## config.mk

```make
export PLATFORM = sky130hd
export DESIGN_NAME = btn_tick_conditioner_flat
export DESIGN_NICKNAME = d
export VERILOG_FILES = /design/src/rtl/btn_tick_conditioner_if.sv /design/src/rtl/btn_tick_conditioner.sv /design/src/flat_wrapper.sv
export SDC_FILE = /design/constraint.sdc
export NUM_CORES = 1
export LEC_CHECK = 0
export CAP_MARGIN = 20
export CORE_MARGIN = 3
export CORE_UTILIZATION = 44
export DETAILED_ROUTE_END_ITERATION = 12
export GPL_ROUTABILITY_DRIVEN = 0
export PLACE_DENSITY = 0.61
export SLEW_MARGIN = 20
export SYNTH_ARGS = -nofsm -noshare
export SYNTH_HDL_FRONTEND = slang
export SYNTH_SLANG_ARGS = --single-unit
```

## constraint.sdc

```tcl
create_clock -name i_Clk -period 2.03 [get_ports i_Clk]
set_clock_uncertainty 0.05 [all_clocks]
set_input_delay 0.3045 -clock i_Clk [delete_from_list [all_inputs] [get_ports i_Clk]]
set_output_delay 0.3045 -clock i_Clk [all_outputs]
set_load 0.05 [all_outputs]
```

## src/rtl/btn_tick_conditioner_if.sv

```systemverilog
// ---------------------------------------------------------------------------
// btn_tick_conditioner_if
//   Groups the button inputs and conditioned outputs of btn_tick_conditioner.
//   Signals:
//     i_Btn       [3:0] raw buttons, active-low ([0] left, [1] right,
//                       [2] start/stop, [3] fire)
//     o_BtnLevel  [3:0] debounced held level, active-high
//     o_BtnPress  [3:0] one-clock press pulse, active-high
//     o_Tick            one-clock game tick pulse
//   Modports:
//     master - the side that drives the buttons and consumes the outputs
//     slave  - the conditioner itself
// ---------------------------------------------------------------------------
interface btn_tick_conditioner_if;
  logic [3:0] i_Btn;
  logic [3:0] o_BtnLevel;
  logic [3:0] o_BtnPress;
  logic       o_Tick;

  modport master (
    output i_Btn,
    input  o_BtnLevel,
    input  o_BtnPress,
    input  o_Tick
  );

  modport slave (
    input  i_Btn,
    output o_BtnLevel,
    output o_BtnPress,
    output o_Tick
  );
endinterface

```

## src/rtl/btn_tick_conditioner.sv

```systemverilog
// ---------------------------------------------------------------------------
// btn_tick_conditioner
//   Input stage of the game core. Synchronizes and debounces four raw
//   active-low push buttons, producing held levels and one-clock press
//   pulses, and generates the periodic game tick.
//
//   Ports:
//     i_Clk   system clock
//     i_Rst   asynchronous reset, active-low
//     btn_if  btn_tick_conditioner_if.slave (i_Btn in; o_BtnLevel,
//             o_BtnPress, o_Tick out; all outputs registered)
//
//   Parameters:
//     DEBOUNCE_CNT    consecutive stable clocks to accept a change (>=2)
//     TICK_DIV        clocks per game tick (>=2)
//     AUTOFIRE_TICKS  ticks between repeat fire pulses (>=1)
//
//   Optional feature macro: BTN_AUTOFIRE_EN
//     Defined   - while fire is held, o_BtnPress[3] repeats on every
//                 AUTOFIRE_TICKS-th game tick.
//     Undefined - fire pulses only on the accepted press edge.
// ---------------------------------------------------------------------------
module btn_tick_conditioner #(
  parameter int DEBOUNCE_CNT   = 250000,
  parameter int TICK_DIV       = 833333,
  parameter int AUTOFIRE_TICKS = 12
) (
  input  logic                        i_Clk,
  input  logic                        i_Rst,
  btn_tick_conditioner_if.slave       btn_if
);

  localparam int CW = $clog2(DEBOUNCE_CNT);
  localparam int TW = $clog2(TICK_DIV);

  localparam logic [CW-1:0] CNT_ZERO = {CW{1'b0}};
  localparam logic [CW-1:0] CNT_ONE  = CW'(1);
  localparam logic [CW-1:0] CNT_LAST = CW'(DEBOUNCE_CNT - 1);

  localparam logic [TW-1:0] TCK_ZERO = {TW{1'b0}};
  localparam logic [TW-1:0] TCK_ONE  = TW'(1);
  localparam logic [TW-1:0] TCK_LAST = TW'(TICK_DIV - 1);

  // Reject parameter values the counters cannot represent.
  if (DEBOUNCE_CNT < 2 || TICK_DIV < 2 || AUTOFIRE_TICKS < 1) begin : g_bad_param
    $error("btn_tick_conditioner: illegal parameter value");
  end

  typedef enum logic [1:0] {
    ST_RELEASED     = 2'd0,
    ST_PRESS_PEND   = 2'd1,
    ST_PRESSED      = 2'd2,
    ST_RELEASE_PEND = 2'd3
  } btn_state_e;

  logic [3:0]    sync1_q, sync2_q;
  logic [3:0]    btn_s;
  btn_state_e    state_q [4];
  btn_state_e    state_d [4];
  logic [CW-1:0] cnt_q   [4];
  logic [CW-1:0] cnt_d   [4];
  logic [3:0]    level_q, level_d;
  logic [3:0]    press_q, press_d;
  logic [TW-1:0] tick_cnt_q, tick_cnt_d;
  logic          tick_q, tick_d;

`ifdef BTN_AUTOFIRE_EN
  localparam int AW = $clog2(AUTOFIRE_TICKS + 1);
  localparam logic [AW-1:0] AF_ZERO = {AW{1'b0}};
  localparam logic [AW-1:0] AF_ONE  = AW'(1);
  localparam logic [AW-1:0] AF_LAST = AW'(AUTOFIRE_TICKS - 1);

  logic [AW-1:0] af_q, af_d;
`endif

  // Synchronized, inverted button view: 1 = pressed.
  assign btn_s = ~sync2_q;

  // Tick divider: the pulse appears on the clock after the last count.
  always_comb begin
    tick_d     = 1'b0;
    tick_cnt_d = tick_cnt_q;
    if (tick_cnt_q == TCK_LAST) begin
      tick_d     = 1'b1;
      tick_cnt_d = TCK_ZERO;
    end else begin
      tick_d     = 1'b0;
      tick_cnt_d = tick_cnt_q + TCK_ONE;
    end
  end

  // Per-button debounce FSMs plus optional fire autorepeat.
  always_comb begin
    level_d = level_q;
    press_d = 4'b0000;
    for (int k = 0; k < 4; k++) begin
      state_d[k] = state_q[k];
      cnt_d[k]   = cnt_q[k];
      case (state_q[k])
        ST_RELEASED: begin
          if (btn_s[k]) begin
            state_d[k] = ST_PRESS_PEND;
            cnt_d[k]   = CNT_ONE;
          end else begin
            cnt_d[k]   = CNT_ZERO;
          end
        end
        ST_PRESS_PEND: begin
          if (!btn_s[k]) begin
            state_d[k] = ST_RELEASED;   // glitch rejected
            cnt_d[k]   = CNT_ZERO;
          end else if (cnt_q[k] == CNT_LAST) begin
            state_d[k] = ST_PRESSED;    // counter holds at its terminal value
            level_d[k] = 1'b1;
            press_d[k] = 1'b1;
          end else begin
            cnt_d[k]   = cnt_q[k] + CNT_ONE;
          end
        end
        ST_PRESSED: begin
          if (!btn_s[k]) begin
            state_d[k] = ST_RELEASE_PEND;
            cnt_d[k]   = CNT_ONE;
          end else begin
            cnt_d[k]   = cnt_q[k];
          end
        end
        ST_RELEASE_PEND: begin
          if (btn_s[k]) begin
            state_d[k] = ST_PRESSED;
            cnt_d[k]   = CNT_ZERO;
          end else if (cnt_q[k] == CNT_LAST) begin
            state_d[k] = ST_RELEASED;   // releases never pulse
            level_d[k] = 1'b0;
          end else begin
            cnt_d[k]   = cnt_q[k] + CNT_ONE;
          end
        end
        default: begin
          state_d[k] = ST_RELEASED;
          cnt_d[k]   = CNT_ZERO;
          level_d[k] = 1'b0;
        end
      endcase
    end

`ifdef BTN_AUTOFIRE_EN
    // Counts ticks only while fire is held. Holding it at zero in the
    // two released-side states also covers the clear on PRESSED entry.
    af_d = af_q;
    if (state_q[3] == ST_PRESSED || state_q[3] == ST_RELEASE_PEND) begin
      if (tick_d) begin
        if (af_q == AF_LAST) begin
          af_d       = AF_ZERO;
          press_d[3] = 1'b1;            // coincides with this o_Tick
        end else begin
          af_d       = af_q + AF_ONE;
        end
      end else begin
        af_d = af_q;
      end
    end else begin
      af_d = AF_ZERO;
    end
`endif
  end

  // State and output registers.
  always_ff @(posedge i_Clk or negedge i_Rst) begin
    if (!i_Rst) begin
      sync1_q    <= 4'b1111;
      sync2_q    <= 4'b1111;
      level_q    <= 4'b0000;
      press_q    <= 4'b0000;
      tick_cnt_q <= TCK_ZERO;
      tick_q     <= 1'b0;
      for (int k = 0; k < 4; k++) begin
        state_q[k] <= ST_RELEASED;
        cnt_q[k]   <= CNT_ZERO;
      end
`ifdef BTN_AUTOFIRE_EN
      af_q       <= AF_ZERO;
`endif
    end else begin
      sync1_q    <= btn_if.i_Btn;
      sync2_q    <= sync1_q;
      level_q    <= level_d;
      press_q    <= press_d;
      tick_cnt_q <= tick_cnt_d;
      tick_q     <= tick_d;
      for (int k = 0; k < 4; k++) begin
        state_q[k] <= state_d[k];
        cnt_q[k]   <= cnt_d[k];
      end
`ifdef BTN_AUTOFIRE_EN
      af_q       <= af_d;
`endif
    end
  end

  assign btn_if.o_BtnLevel = level_q;
  assign btn_if.o_BtnPress = press_q;
  assign btn_if.o_Tick     = tick_q;

endmodule
```

## src/flat_wrapper.sv

```systemverilog
// flat-port wrapper written by rule: the top's interface ports become plain ports
module btn_tick_conditioner_flat 
#(
  parameter int DEBOUNCE_CNT   = 250000,
  parameter int TICK_DIV       = 833333,
  parameter int AUTOFIRE_TICKS = 12
)
  (i_Clk, i_Rst, btn_if_i_Btn, btn_if_o_BtnLevel, btn_if_o_BtnPress, btn_if_o_Tick);
  btn_tick_conditioner_if btn_if_i ();
  input  logic i_Clk;
  input  logic i_Rst;
  input wire logic [$bits(btn_if_i.i_Btn)-1:0] btn_if_i_Btn;
  output wire logic [$bits(btn_if_i.o_BtnLevel)-1:0] btn_if_o_BtnLevel;
  output wire logic [$bits(btn_if_i.o_BtnPress)-1:0] btn_if_o_BtnPress;
  output wire logic [$bits(btn_if_i.o_Tick)-1:0] btn_if_o_Tick;
  assign btn_if_i.i_Btn = btn_if_i_Btn;
  assign btn_if_o_BtnLevel = btn_if_i.o_BtnLevel;
  assign btn_if_o_BtnPress = btn_if_i.o_BtnPress;
  assign btn_if_o_Tick = btn_if_i.o_Tick;
  btn_tick_conditioner #(.DEBOUNCE_CNT(DEBOUNCE_CNT), .TICK_DIV(TICK_DIV), .AUTOFIRE_TICKS(AUTOFIRE_TICKS)) u_core (.i_Clk(i_Clk), .i_Rst(i_Rst), .btn_if(btn_if_i));
endmodule
```

==> metrics.yaml <==
status: "finished clean"
crit_chain: "clkdlybuf4s50_1"
slew_violations: 0
drtAntennaViolNets: 0
wl_per_cell_um: 15.0
switchingPower_uw: 1170
syn_to_final_growth_pct: 18.2
overflow: 0
cts_root_buf: "clkbuf_16"
cp_slowest_cell: "clkdlybuf4s50_1"
setup_viol: 0
peakVddDrop_mv: 0.598
antenna_found_initial: 0
vias: 5057
crit_buf_inv: 1
dp_cells: 837
grt_pass1_wl_um: 22700
period_share_pct: 97.6
grt_pass1_vias: 4841
yosysWarningCount: 0
grt_usage_pct: 18.6
drive_above_1_share_pct: 12.9
io_pins: 15
syn_area_um2: 6130
synth_cell_types: 62
worstMarginPinSlew_ns: 0.689
synth_seq_area_share_pct: 47.9
cts_buffers: 17
grt_max_degree: 40
clkPwrFrac_pct: 54.5
fin_area_um2: 7250
drtIter0Drc: 406
async_flop_share_pct: 100
worstPathMaxFanout: 2
die_h_um: 124
timing.fmax_mhz: 505
first_pass_iters: 5
cts_tree: "yes"
syn_avg_cell_area_um2: 9.38
clock-sinks: 117
tns_ns: 0
end_kind: "output port"
cp_top_family: "buffers and inverters"
combinationalPowerShare_pct: 3.5
synthFlopType: "dfrtp_1"
critical_path_class: "register to output port"
yosysTopAreaCell: "dfrtp_1"
synth_top_area_share_pct: 44.5
htreeDepth: 4
clock_latency_ns: 0.42
syn_nets: 666
start_util_pct: 45.6
synth-seq-cells: 117
viasPerCell: 5.77
synth_common_cells: "dfrtp_1, o21ai_0, nand2_1"
dpl_cell_area_um2: 6550
swShare_pct: 20.6
syn-instance-count: 654
dieArea_um2: 15400
intPower_uw: 4520
path_clk_slew_ns: 0.05
synth_edf_count: 0
drv_cap: 0
drt-total-wl_um: 13100
die_w_um: 124
yosys.cell_count.top_type: "dfrtp_1"
hp-class: "input pin to async pin"
fin_nets: 699
leakage_uw: 0.00313
drc: 0
rsz0062_at_grt: "no"
fin_crit_ns: 1.98
rows: 42
hold_violations: 0
core_um2: 13500
dp_hpwl_um: 8760
slew-limit-headroom_pct: 53.8
synth_area_leaders: "dfrtp_1, o21ai_0, nand2_1"
port-buffer-count: 14
slowest_delay_ns: 0.82
antenna_cells: 0
p_per_area_nw_per_um2: 786
arrival_ns: 1.63
pwr-share-seq_pct: 42.1
critical_path_required_ns: 1.68
clockBufferDepth: 2
worstSetupStartpointType: "register"
fin_cells: 876
## power by group through the flow
stage / Sequential, µW / Combinational, µW / Clock (µW)
final: 2400 / 197 / 3100
after global routing: 2400 / 225 / 3300
after CTS: 2390 / 201 / 3180
after detailed placement: 2430 / 198 / 0
after global placement: 2430 / 192 / 0
after floorplan: 2420 / 110 / 0
## state kept, by name, summed over array words and instances (netlist names), named ones only
name,count
u_core.btn_if.o_BtnLevel,4
u_core.cnt_q,72
u_core.sync2_q,4
u_core.state_q,4
u_core.tick_cnt_q,20
u_core.btn_if.o_BtnPress,4
u_core.btn_if.o_Tick,1
u_core.sync1_q,4
## cell usage in the layout, fill, tap and decap left out, types with 5 or more instances in the layout
cell type	synthesis	layout
xnor2_1	17	17
nor4b_1	5	5
dfrtp_1	109	109
o41ai_1	5	5
a21oi_1	28	28
o21ai_0	88	88
clkbuf_8	0	5
o31ai_1	6	6
dfstp_2	8	8
nand2_1	58	57
and4_1	6	6
buf_4	0	30
xor2_1	11	11
a21o_1	9	9
nand4_1	26	26
nand3_1	42	41
a31oi_1	21	21
clkdlybuf4s50_1	0	13
and3_1	17	17
clkbuf_16	0	17
ha_1	6	6
nor3_1	20	19
nor4_4	4	5
inv_1	26	26
nor2_1	33	33
and2_1	10	10
## layer usage
layer	up-vias	share of wire, %	track usage [%]
li1	2490	-	-
met4	0	1.7	7.46
met5	-	0	0
met3	20	3.4	4.54
met1	2465	47	23.6
met2	82	48	30.6
## worst paths after layout
| path | from | endpoint | slack (ns) | cells after the start |
|---|---|---|---|---|
| worst max-delay path | u_core.btn_if.o_BtnLevel[0] | btn_if_o_BtnLevel[0] | 0.05 | 1 |
| worst min-delay path | i_Rst | u_core.state_q[0] | 0.25 | 2 |
| worst max register to register | u_core.cnt_q[60] | u_core.cnt_q[54] | 0.15 | 6 |
| worst min register to register | u_core.sync1_q[1] | u_core.sync2_q[1] | 0.30 | 0 |
| max in group asynchronous | i_Rst | u_core.cnt_q[40] | 1.03 | 3 |
| min in group i_Clk | btn_if_i_Btn[2] | u_core.sync1_q[2] | 0.25 | 1 |
## layout make-up
class,instances,area (µm²)
Fill cell,1252,6210
Multi-Input combinational cell,478,2960
Sequential cell,117,2940
Clock buffer,24,502
Timing Repair Buffer,47,410
Tap cell,176,220
Clock inverter,8,120
Inverter,26,97.6
## stage by stage
| step | total power [µW] | util (%) | worst slack [ns] | hold slack (ns) |
|---|---|---|---|---|
| 2_1_floorplan | 2530 | - | 0.233 | -0.0411 |
| 3_3_place_gp | 2620 | 48.7 | 0.117 | 0.130 |
| 3_5_place_dp | 2630 | 48.7 | 0.0459 | 0.139 |
| 4_1_cts | 5770 | 53.4 | 0.0155 | 0.228 |
| 5_1_grt | 5920 | 53.9 | 0.00458 | 0.230 |
| 6_report | 5690 | 53.9 | 0.0488 | 0.249 |
## timing repair
item | in CTS | in global routing
hold buffers | 1 | 0
resized for setup | 0 | 4
setup buffers | 0 | 6
endpoints found under the setup margin | 0 | 11
hold endpoints to repair | 66 | 0
## kinds of logic after synthesis
family	share of synthesized area, %
xor+xnor	4.00
buf+inv	4.22
simple gates	23.8
fa+ha+maj	1.22
compound gates	18.4
flops	47.9
mux	0.490
No activity file was read; power rests on OpenSTA's default activity.
